**src/rtl/sin_sequencer.sv**
```systemverilog
// Sine-table read sequencer: issues bursts of phase-stepped table reads and forwards the returned samples.
// Optional build macro SIN_SEQ_HOLD_EN adds a hold input that pauses reads while running.
module sin_sequencer #(
   parameter int ADDR_W = 8,
   parameter int DATA_W = 8
) (
   input  logic              clk,
   input  logic              rst_n,
   input  logic              start,
   input  logic              stop,
`ifdef SIN_SEQ_HOLD_EN
   input  logic              hold,
`endif
   input  logic [ADDR_W-1:0] phase_inc,
   input  logic [ADDR_W-1:0] burst_len,
   output logic              tbl_rd,
   output logic [ADDR_W-1:0] tbl_addr,
   input  logic [DATA_W-1:0] tbl_dout,
   output logic [DATA_W-1:0] sample,
   output logic              sample_valid,
   output logic              busy,
   output logic              done
);

   typedef enum logic [1:0] {
      IDLE  = 2'd0,
      RUN   = 2'd1,
      DRAIN = 2'd2
   } state_t;

   localparam logic [ADDR_W-1:0] ZERO = {ADDR_W{1'b0}};
   localparam logic [ADDR_W-1:0] ONE  = {{(ADDR_W-1){1'b0}}, 1'b1};

   state_t            state_r, state_s;
   logic [ADDR_W-1:0] phase_r, phase_s;
   logic [ADDR_W-1:0] count_r, count_s;
   logic [ADDR_W-1:0] inc_r, inc_s;
   logic [ADDR_W-1:0] len_r, len_s;
   logic [ADDR_W-1:0] addr_s;
   logic              rd_s;
   logic              done_s;
   logic              hold_s;

`ifdef SIN_SEQ_HOLD_EN
   assign hold_s = hold;
`else
   assign hold_s = 1'b0;
`endif

   assign sample = tbl_dout;

   // Next-state and next-output logic; phase_r always holds the address of the next read.
   always_comb begin
      state_s = state_r;
      phase_s = phase_r;
      count_s = count_r;
      inc_s   = inc_r;
      len_s   = len_r;
      addr_s  = tbl_addr;
      rd_s    = 1'b0;
      done_s  = 1'b0;
      case (state_r)
         IDLE: begin
            if (start && !stop) begin
               state_s = RUN;
               inc_s   = phase_inc;
               len_s   = burst_len;
               rd_s    = 1'b1;
               addr_s  = ZERO;
               phase_s = phase_inc;
               count_s = ONE;
            end else begin
               state_s = IDLE;
            end
         end
         RUN: begin
            if (stop || ((len_r != ZERO) && (count_r == len_r))) begin
               state_s = DRAIN;
               done_s  = 1'b1;
            end else if (hold_s) begin
               state_s = RUN;
            end else begin
               rd_s    = 1'b1;
               addr_s  = phase_r;
               phase_s = phase_r + inc_r;
               count_s = count_r + ONE;
            end
         end
         DRAIN: begin
            state_s = IDLE;
            phase_s = ZERO;
            count_s = ZERO;
         end
         default: begin
            state_s = IDLE;
            phase_s = ZERO;
            count_s = ZERO;
         end
      endcase
   end

   // State and registered-output update.
   always_ff @(posedge clk or negedge rst_n) begin
      if (!rst_n) begin
         state_r      <= IDLE;
         phase_r      <= ZERO;
         count_r      <= ZERO;
         inc_r        <= ZERO;
         len_r        <= ZERO;
         tbl_rd       <= 1'b0;
         tbl_addr     <= ZERO;
         sample_valid <= 1'b0;
         busy         <= 1'b0;
         done         <= 1'b0;
      end else begin
         state_r      <= state_s;
         phase_r      <= phase_s;
         count_r      <= count_s;
         inc_r        <= inc_s;
         len_r        <= len_s;
         tbl_rd       <= rd_s;
         tbl_addr     <= addr_s;
         sample_valid <= tbl_rd;
         busy         <= (state_s != IDLE);
         done         <= done_s;
      end
   end

endmodule

```
**config.mk**
```make
export PLATFORM = sky130hd
export DESIGN_NAME = sin_sequencer
export DESIGN_NICKNAME = d
export VERILOG_FILES = /design/src/rtl/sin_sequencer.sv
export SDC_FILE = /design/constraint.sdc
export NUM_CORES = 1
export LEC_CHECK = 0
export ABC_AREA = 1
export BUFFER_PORTS_ARGS = -buffer_cell sky130_fd_sc_hd__buf_4
export CAP_MARGIN = 25
export CORE_MARGIN = 2
export CORE_UTILIZATION = 35
export CTS_BUF_LIST = sky130_fd_sc_hd__clkbuf_4
export CTS_CLUSTER_DIAMETER = 40
export DETAILED_ROUTE_END_ITERATION = 16
export PLACE_DENSITY_LB_ADDON = 0.1
export SLEW_MARGIN = 10
export SYNTH_ARGS = -nofsm -noshare
export SYNTH_HDL_FRONTEND = slang
export SYNTH_SLANG_ARGS = --single-unit
```
**constraint.sdc**
```tcl
create_clock -name clk -period 5 [get_ports clk]
set_input_delay 0.25 -clock clk [delete_from_list [all_inputs] [get_ports clk]]
set_output_delay 0.25 -clock clk [all_outputs]
set_load 0.01 [all_outputs]
```
**After elaboration in Yosys (flattened, before gate mapping)**

Cells that the tools add are included.

- Equality and inequality tests: 4
- Add/sub/neg operators: 2
- Mux-type cells: 17
- Reductions and logical operators: 11

Operators by type and width:

| operator | number |
|---|---|
| 8-bit 2-to-1 mux | 6 |
| 8-bit one-hot mux with 2 select lines | 3 |
| 8-bit by 1-bit adder with 8-bit output, second input constant | 1 |
| 8-bit adder | 1 |
| 8-bit equality test | 1 |
| 8-bit nonzero test | 1 |
| 1-bit 2-to-1 mux | 5 |
| 2-bit != test, second input constant | 2 |
| 2-bit one-hot mux with 2 select lines | 1 |
| 2-bit AND reduction | 2 |
| 2-bit nonzero test | 2 |
| 3-bit AND reduction | 1 |
| 2-bit by 1-bit equality test with 1-bit output, second input constant | 1 |
| 1-bit logical AND | 2 |
| 2-bit zero test | 1 |
| 2-bit 2-to-1 mux | 1 |
| 1-bit one-hot mux with 2 select lines | 1 |
| 1-bit zero test | 1 |
| 1-bit logical OR | 1 |

- Logic and storage cells: 44
- Register bits after elaboration: 46
- Input bits: 28
- Output and inout port bits: 20

**Depth between registers and ports, before layout**

Gate-level depths: netlist (run 1).

- Word-level depth: 6
- Gate-level depth with buffers: 13
- Gate-level depth less buffers: 12

**Least setup slack after synthesis (run 1)**

OpenSTA, ideal clock, no wires.

- Path type: flip-flop to flip-flop
- Start: reg phase_r[0]
- End: reg phase_r[6]
- Required time: 4935 ps
- Path buffers: 0
- Period minus slack after synthesis: 1584 ps
- Arrival: 1519 ps
- Stages on the path, launching flop included: 10
- Setup slack: 3416 ps
- Setup time: 65 ps
- Cell sequence: dfrtp_1 > ha_1 > fa_1 > nand3_1 > nand3_1 > nand2_1 > nand3_1 > nand2_1 > nand3_1 > nand2_2

- Longest elaborated chain between the ends: 3

Ends and longest elaborated chain:

| what | RTL line | text |
|---|---|---|
| start: declaration | 35 | `logic [ADDR_W-1:0] phase_r, phase_s;` |
| start signal: assignment | 117 | `phase_r <= phase_s;` |
| 8-bit adder | 85 | `phase_s = phase_r + inc_r;` |
| 8-bit 2-to-1 mux | 77 | `if (stop \|\| ((len_r != ZERO) && (count_r == len_r))) begin` |
| 8-bit one-hot mux with 2 select lines | 62 | `case (state_r)` |

No other way between the ends. The select of a mux whose other input is x is not followed.
A chain may end at the register's enable or synchronous reset.

**Worst setup path in the final report (run 1)**

- Start: reg state_r[0]
- End: reg inc_r[7]

- Longest elaborated chain between the ends: 2

Ends and longest elaborated chain:

| what | RTL line | text |
|---|---|---|
| start: declaration | 34 | `state_t state_r, state_s;` |
| start signal: assignment | 116 | `state_r <= state_s;` |
| 2-bit zero test | 62 |  |
| 2-bit AND reduction (no source line) | -- |  |
| end signal: assignment | 119 | `inc_r <= inc_s;` |
| end: declaration | 37 | `logic [ADDR_W-1:0] inc_r, inc_s;` |

No other way between the ends.

==> results of run 1 <==
[cell families (layout without fill, tap and decap cells)]
| group | count (synthesis) | after routing |
|---|---|---|
| compound gates | 20 | 20 |
| xor+xnor | 6 | 6 |
| fa+ha+maj | 9 | 9 |
| buf+inv | 58 | 81 |
| flops | 46 | 46 |
| mux | 6 | 6 |
| simple gates | 197 | 197 |
[Yosys cell counts, types with 2 or more instances]
| cell | count | area, µm² |
|---|---|---|
| xnor2_1 | 5 | 43.79 |
| nand4_1 | 4 | 25.02 |
| nand2_2 | 19 | 118.9 |
| nand2_8 | 2 | 40.04 |
| buf_6 | 2 | 22.52 |
| nand3_1 | 33 | 165.2 |
| nor3_1 | 4 | 20.02 |
| a21oi_1 | 9 | 45.04 |
| buf_4 | 9 | 67.56 |
| o21ai_1 | 5 | 25.02 |
| clkbuf_1 | 3 | 11.26 |
| nand2_4 | 3 | 33.78 |
| mux2_2 | 6 | 67.56 |
| nor2_1 | 25 | 93.84 |
| inv_1 | 36 | 135.1 |
| nor3b_1 | 2 | 15.01 |
| dfrtp_1 | 46 | 1151 |
| nor2_2 | 2 | 12.51 |
| o22ai_1 | 3 | 18.77 |
| buf_1 | 2 | 7.510 |
| ha_1 | 8 | 100.1 |
| inv_2 | 3 | 11.26 |
| o21ai_0 | 2 | 10.01 |
| nand2_1 | 99 | 371.6 |
| nand3_4 | 2 | 35.03 |
[power breakdown]
group | internal (W) | leakage (nW) | total [W] | switching, W
Combinational | 0.000199 | 0.986 | 0.000479 | 0.000279
Clock | 0.0000585 | 0.0331 | 0.000182 | 0.000123
Sequential | 0.000454 | 0.584 | 0.000530 | 0.0000753
Total | 0.000712 | 1.60 | 0.00119 | 0.000478
[sequential cells by signal, summed over array words and instances (netlist names)]
register	cells
busy	1
count_r	8
done	1
inc_r	8
len_r	8
phase_r	8
sample_valid	1
state_r	2
tbl_addr	8
tbl_rd	1
[critical path, delay by kind of cell (launching register included)]
kind          cells  cell delay (ps)
flops             1              450
simple gates      2              920
mux               1              540
[per-stage QoR]
| stage | cells | instance area [µm²] | total power, W |
|---|---|---|---|
| 2_1_floorplan | 342 | 2736 | 0.0008981 |
| 3_3_place_gp | 458 | 2968 | 0.001021 |
| 3_5_place_dp | 458 | 2968 | 0.001025 |
| 4_1_cts | 467 | 3032 | 0.001209 |
| 5_1_grt | 467 | 3032 | 0.001304 |
| 6_report | 467 | 3032 | 0.001190 |
[worst paths after layout]
| check | from | endpoint | slack, ps |
|---|---|---|---|
| setup / recovery | state_r[0] | inc_r[7] | 2970 |
| hold / removal | burst_len[2] | len_r[2] | 100 |
| setup reg to reg | state_r[0] | inc_r[7] | 2970 |
| hold reg to reg | tbl_rd | sample_valid | 400 |
| max in group asynchronous | rst_n | tbl_addr[0] | 4160 |
| min in group asynchronous | rst_n | len_r[6] | 400 |
[metal layers]
layer | part of all wire, % | wire length [µm] | track usage, % | vias to the layer above
met5 | 0 | 0 | 0 | -
met4 | 1.1 | 68 | 4.104 | 0
met3 | 3.1 | 194 | 2.766 | 7
met2 | 48 | 2983 | 26.64 | 33
met1 | 47 | 2923 | 20.05 | 1023
li1 | - | - | - | 1116
[area by class of cell]
cell class | instances | area share [%]
Tap cell | 102 | 4.210
Clock buffer | 6 | 1.486
Multi-Input combinational cell | 238 | 42.84
Sequential cell | 46 | 37.97
Clock inverter | 2 | 0.2889
Inverter | 41 | 5.200
Timing Repair Buffer | 32 | 8.007
[timing repair]
item	CTS	global route
resized for setup	0	0
buffers inserted	0	0
hold buffers	1	0
endpoints found under the hold margin	46	0
==> flow_summary.ini, run 1 <==
[run_status]
status = complete, no violations

[die]
die_w_um = 92.42
fp.coreArea_um2 = 7647
die_h_um = 92.42
fp-row-count = 32
dieArea_um2 = 8541
io_pins = 48
initial_core_util_pct = 35.78

[cells_and_area]
n_antenna_cell = 0
fin_util_pct = 39.64
multi_input_area_um2 = 1299
num-fill-cells = 800
seqCellArea_um2 = 1151
layout_common_cells = nand2_1 (99), dfrtp_1 (46), inv_1 (36)
finalNetCount = 401
area_growth_pct = 10.79
layout_commonest_cell = nand2_1
drive_gt1_share_pct = 21.64

[drt]
post_drt_wl_per_cell_um = 13.21
drtIter0Drc = 60
drc_errors = 0
drt_pass1_iterations = 4
drt_wl_total_um = 6169
vias = 2179
ant_nets = 0
vias_per_cell = 4.666

[timing]
hold_viol = 0
fin_crit_sh_pct = 40.62
hold_ws_ps = 103.0
fin_ws_ps = 2969
clock-skew-final_ps = 7.613
fmax_mhz = 492.4
finalSetupViolCount = 0
slew_violations = 0
rsz0062_at_grt = no
tightest_slew_ps = 857.2
min_period_ps = 2031
slew-limit-headroom_pct = 42.79
tns_ps = 0

[clock_network]
clk_pin_slew_ps = 140
htree_levels = 2
clk_latency_ps = 370
cts.sinks = 46
clock_path_buffers = 2
cts_tree = done
cts-buffers-inserted = 5
cts.root.buffer_cell = clkbuf_4

[critical_path]
path_cells = nor2_4 > nand3_2 > mux2_2
worstPathMaxFanout = 37
critPathMaxStageDelay_ps = 690
worstRegToRegCells = 3
end_kind = register
critPathArrivalTime_ps = 2290
slowest_stage = nand3_2
crit_type = reg -> reg
crit_path_start_kind = register
cp.required_ps = 5260

[global_route]
grt_overflow = 0
grt_use_total_pct = 15.49
grt_max_degree = 47
grt_pass1_wl_um = 10370
antenna_found_initial = 0
grt_pass1_vias = 2116

[place]
portBuffers = 31
hpwl_um = 4279
pre_cts_ws_ps = 2981
routabilityCongestion = 0.7631

[worst_hold_path]
min_path_type = in -> reg
min_delay_path_depth = 2

[yosys]
synthMuxAreaShare_pct = 2.469
synthSimpleGateAreaFrac_pct = 34.80
synthAdderAreaFrac_pct = 4.390
synth_xor_area_share_pct = 1.920
synthCells = 342
synth_nets = 379
ys_seq_elements = 46
ys_warn_count = 0
postSynthAreaPerCell_um2 = 8.001
synth_flop_cell = dfrtp_1
synth_top_family_by_area = simple AND/OR/NAND/NOR gates
synth_edf_count = 0
async_flop_share_pct = 100.0
synth_compound_area_share_pct = 3.887
ys_types = 33
syn_area_um2 = 2736
seq_area_frac_synth_pct = 42.07

[power_and_ir_drop]
power_density_nw_per_um2 = 392.6
ir_worst_vdd_mv = 0.1634
p_leak_nw = 1.602

[job]
max_cap_viol_count = 0
Power figures use the tool's default switching activity.
==> inputs of run 2 (changes only) <==
clock period = 1.8 ns   (was 5 ns; I/O delays follow)
==> flow_summary.ini, run 2 (same netlist as run 1, synthesis figures left out) <==
[run_status]
status = complete, no violations

[drt]
vias = 2233
drc_errors = 0
drt_wl_total_um = 6149
vias_per_cell = 4.566
ant_nets = 0
drt_pass1_iterations = 4
post_drt_wl_per_cell_um = 12.57
drtIter0Drc = 93

[critical_path]
path_cells = ha_2 > fa_2 > nand2_1 > nand3_1 > nand2_1 > nand2_1 > o22ai_1 > nand3_1 > nand2_1
cp.required_ps = 2120
cp_common_cell = nand2_1
cp_top_family = adder cells
critPathArrivalTime_ps = 1930
critPathMaxStageDelay_ps = 440
cp_num_buf_inv = 0
slowest_stage = dfrtp_1
end_kind = register
worstPathMaxFanout = 3
crit_path_start_kind = register
crit_type = reg -> reg

[worst_hold_path]
min_path_type = in -> reg

[die]
die_w_um = 92.42
initial_core_util_pct = 35.78
die_h_um = 92.42
fp-row-count = 32
fp.coreArea_um2 = 7647
dieArea_um2 = 8541
io_pins = 48

[global_route]
grt_use_total_pct = 15.65
grt_max_degree = 47
top_usage_layer = met2
grt_pass1_wl_um = 10610
antenna_found_initial = 0
use_met2_pct = 27.98
grt_overflow = 0
use_met1_pct = 19.16
grt_pass1_vias = 2257
use_met3_pct = 3.173

[clock_network]
htree_levels = 2
clk_latency_ps = 360
cts.root.buffer_cell = clkbuf_4
cts.sinks = 46
clk_pin_slew_ps = 150
cts-buffers-inserted = 5
clock_path_buffers = 2
cts_tree = done

[timing]
hold_ws_ps = 27.37
rsz0062_at_grt = no
hold_viol = 0
finalSetupViolCount = 0
fin_crit_sh_pct = 89.87
slew_violations = 0
fmax_mhz = 618.2
slew-limit-headroom_pct = 58.25
tns_ps = 0
min_period_ps = 1618
tightest_slew_ps = 626.2
clock-skew-final_ps = 9.367

[cells_and_area]
n_antenna_cell = 0
finalNetCount = 423
layout_commonest_cell = nand2_1
postLayoutCellArea_um2 = 3279
layout_common_cells = nand2_1 (99), dfrtp_1 (45), inv_1 (36), buf_4 (36), nand3_1 (33)
fin_util_pct = 42.88
drive_gt1_share_pct = 23.77
area_growth_pct = 19.84

[place]
hpwl_um = 4358
dpl_cell_area_um2 = 3018
portBuffers = 31
routabilityCongestion = 0.8448

[power_and_ir_drop]
p_total_w = 0.003414
p_leak_nw = 1.695
ir_worst_vdd_mv = 0.4012
power_density_nw_per_um2 = 1041

[job]
max_cap_viol_count = 0
## run 2: worst paths after layout
kind | startpoint | to | slack [ps] | depth (start not counted)
setup / recovery | phase_r[0] | phase_r[4] | 180 | 9
hold / removal | stop | count_r[1] | 30 | 4
setup reg to reg | phase_r[0] | phase_r[4] | 180 | 9
hold reg to reg | tbl_rd | sample_valid | 410 | 0
max in group asynchronous | rst_n | phase_r[1] | 1100 | 2
min in group asynchronous | rst_n | count_r[3] | 260 | 2
## run 2: tightest hold or removal path: stages
cell and delay (ps):
buf_4 90, inv_4 50, nand4_1 80, nand2_1 50
## run 2: where the power goes
part / switching (W) / internal, W / total, W
Sequential: 0.000217 / 0.00126 / 0.00148
Clock: 0.000365 / 0.000153 / 0.000517
Combinational: 0.000783 / 0.000633 / 0.00142
## run 2: layer usage
| metal | share of wire, % | vias to the layer above | routed length (µm) |
|---|---|---|---|
| li1 | - | 1158 | - |
| met1 | 46 | 1038 | 2840 |
| met2 | 50 | 29 | 3053 |
| met3 | 2.8 | 8 | 175 |
| met4 | 1.3 | 0 | 80 |
| met5 | 0 | - | 0 |
## run 2: cell type report
class	instances	area (µm²)
multi-input cells	238	1323
fillers	807	4368
flip-flops and latches	46	1152
inverters	41	157.7
clock inverters	3	21.27
well taps	102	127.6
clock buffers	5	37.54
repair buffers	54	460.4
## run 2: per-stage QoR
stage,worst slack [ps],cells
6_report,182.3,489
5_1_grt,9.356,489
4_1_cts,81.03,488
3_5_place_dp,115.5,463
3_3_place_gp,138.3,463
2_1_floorplan,215.9,342
## run 2: what timing repair did
item / in CTS / in global routing
endpoints found under the setup margin: 0 / 3
hold endpoints to repair: 62 / 0
resized for setup: 0 / 6
setup buffers: 0 / 1
hold buffers: 17 / 0
==> inputs of run 3 (changes only) <==
ABC_AREA = default   (was 1)
clock period = 1.35 ns   (was 1.8 ns; I/O delays follow)
==> flow_summary.ini, run 3 <==
[place]
placedCellCount = 399
portBuffers = 31
hpwl_um = 4252
routabilityCongestion = 0.7857
dpl_cell_area_um2 = 3328
pre_cts_ws_ps = -593.7

[die]
fp-row-count = 30
dieArea_um2 = 7906
die_h_um = 88.92
io_pins = 48
die_w_um = 88.92
fp.coreArea_um2 = 6869
initial_core_util_pct = 36.74

[critical_path]
cp_top_family = flip-flops
slowest_stage = dfrtp_1
cp.required_ps = 1620
end_kind = register
cp_num_buf_inv = 1
crit_type = reg -> reg
worstPathMaxFanout = 3
critPathArrivalTime_ps = 2100
critPathMaxStageDelay_ps = 450
crit_path_start_kind = register
path_cells = buf_4 > fa_2 > a21o_1 > a21oi_2 > or3_1 > a31oi_1 > mux2_4

[timing]
hold_viol = 0
min_period_ps = 1834
tightest_slew_ps = 593.9
rsz0062_at_grt = yes
slew_violations = 0
clock-skew-final_ps = 15.02
fin_ws_ps = -484.3
slew-limit-headroom_pct = 60.41
finalSetupViolCount = 44
fin_crit_sh_pct = 135.9
fmax_mhz = 545.2

[yosys]
synth_area_leaders = dfrtp_1 (46%), mux2_2 (9.4%), mux2i_1 (4.8%)
yosys-top-cells-count = dfrtp_1 (46), mux2_2 (21), inv_1 (16), nand2_1 (16)
synth_nets = 269
async_flop_share_pct = 100.0
ys_types = 47
synthCells = 232
synth_edf_count = 0
seq_area_frac_synth_pct = 45.61
synth_top_area_share_pct = 45.61
postSynthAreaPerCell_um2 = 10.88
synth_flop_cell = dfrtp_1
ys_warn_count = 0
yosysMostFrequentCell = dfrtp_1
syn_area_um2 = 2524
synth_top_cell_by_area = dfrtp_1
ys_seq_elements = 46

[power_and_ir_drop]
p_total_w = 0.006156
p_int_w = 0.004061
power_density_nw_per_um2 = 1597
p_seq_share_pct = 33.7
p_leak_nw = 1.846
p_switching_w = 0.002094
p_sw_share_pct = 34.03
power_frac_clock_pct = 14.3
p_comb_share_pct = 52.0
ir_worst_vdd_mv = 0.8138

[drt]
post_drt_wl_per_cell_um = 14.08
drt_wl_total_um = 6097
drc_errors = 0
drtIter0Drc = 67
vias_per_cell = 4.704
vias = 2037
drt_pass1_iterations = 4
ant_nets = 0

[cells_and_area]
drive_gt1_share_pct = 48.66
layout_common_cells = buf_4 (89), dfrtp_1 (45), mux2_4 (21)
num-fill-cells = 626
area_growth_pct = 52.75
n_antenna_cell = 0
finalNetCount = 373
final_cell_count_no_fill = 433
postLayoutCellArea_um2 = 3855
layout_commonest_cell = buf_4

[clock_network]
cts.root.buffer_cell = clkbuf_4
cts-buffers-inserted = 5
cts_tree = done
htree_levels = 2
clk_latency_ps = 370
clk_pin_slew_ps = 150
cts.sinks = 46
clock_path_buffers = 2

[run_status]
violations = setup timing
status = complete, but fails checks

[global_route]
grt_overflow = 0
grt_pass1_vias = 1976
grt_pass1_wl_um = 10010
antenna_found_initial = 0
grt_max_degree = 47
grt_use_total_pct = 16.83

[worst_hold_path]
min_path_type = in -> reg

[job]
max_cap_viol_count = 0
-- run 3: repair_timing --
action / in CTS / in global routing
setup endpoints to repair: 44 / 45
gates resized for setup: 29 / 13
pin swaps: 16 / 9
setup buffers: 8 / 4
hold buffers: 17 / 0
endpoints found under the hold margin: 63 / 0
-- run 3: cell families after synthesis --
family | synth area share (%)
AND/OR/NAND/NOR | 13.29
adder cells (fa/ha/maj) | 4.760
AO/OA/AOI/OAI | 10.91
XOR/XNOR | 3.818
buffers and inverters | 7.486
multiplexers | 14.13
flip-flops | 45.61
-- run 3: power groups by stage --
| stage | clock network (W) | registers, W | logic [W] |
|---|---|---|---|
| after floorplan | 0 | 0.00208 | 0.00163 |
| after global placement | 0 | 0.00207 | 0.00279 |
| after detailed placement | 0 | 0.00207 | 0.00282 |
| after CTS | 0.000912 | 0.00205 | 0.00310 |
| after global routing | 0.000965 | 0.00212 | 0.00351 |
| final | 0.000881 | 0.00207 | 0.00320 |
-- run 3: worst reg2reg max path: stages, from the launching register on --
cell and delay (ps):
dfrtp_1 450, buf_4 160, fa_2 370, a21o_1 170
a21oi_2 130, or3_1 120, a31oi_1 70, mux2_4 260
-- run 3: layout make-up --
cell class,instances,area [µm²],share of cell area [%]
multi-input cells,151,1446,37.52
clock inverters,3,43.79,1.136
flip-flops and latches,46,1152,29.89
well taps,96,120.1,3.116
inverters,16,60.06,1.558
repair buffers,116,994.7,25.80
clock buffers,5,37.54,0.9737
-- run 3: per-layer routing --
layer  track usage [%]  routed length [µm]  up-vias
met1             25.34                3098      972
met5                 0                   0        -
li1                  -                   -     1021
met4             4.683                  69        0
met3             3.139                 174        9
met2             24.76                2755       35
-- run 3: path summary, 6_finish.rpt --
path | slack, ps | endpoint | cells after the start | start
setup / recovery | -480 | phase_r[4] | 7 | inc_r[1]
max in group asynchronous | 700 | phase_r[1] | 2 | rst_n
hold / removal | 80 | count_r[0] | 3 | stop
setup reg to reg | -480 | phase_r[4] | 7 | inc_r[1]
hold reg to reg | 400 | sample_valid | 0 | tbl_rd
min in group asynchronous | 220 | count_r[7] | 2 | rst_n
-- run 3: metrics by stage --
stage	TNS (ps)	hold WS (ps)	utilization, %
after floorplan	-13190	-228.1	-
after global placement	-16960	120.5	48.45
after detailed placement	-16480	121.8	48.45
after CTS	-15000	64.63	54.85
after global routing	-19620	63.35	56.12
final	-15110	75.85	56.12
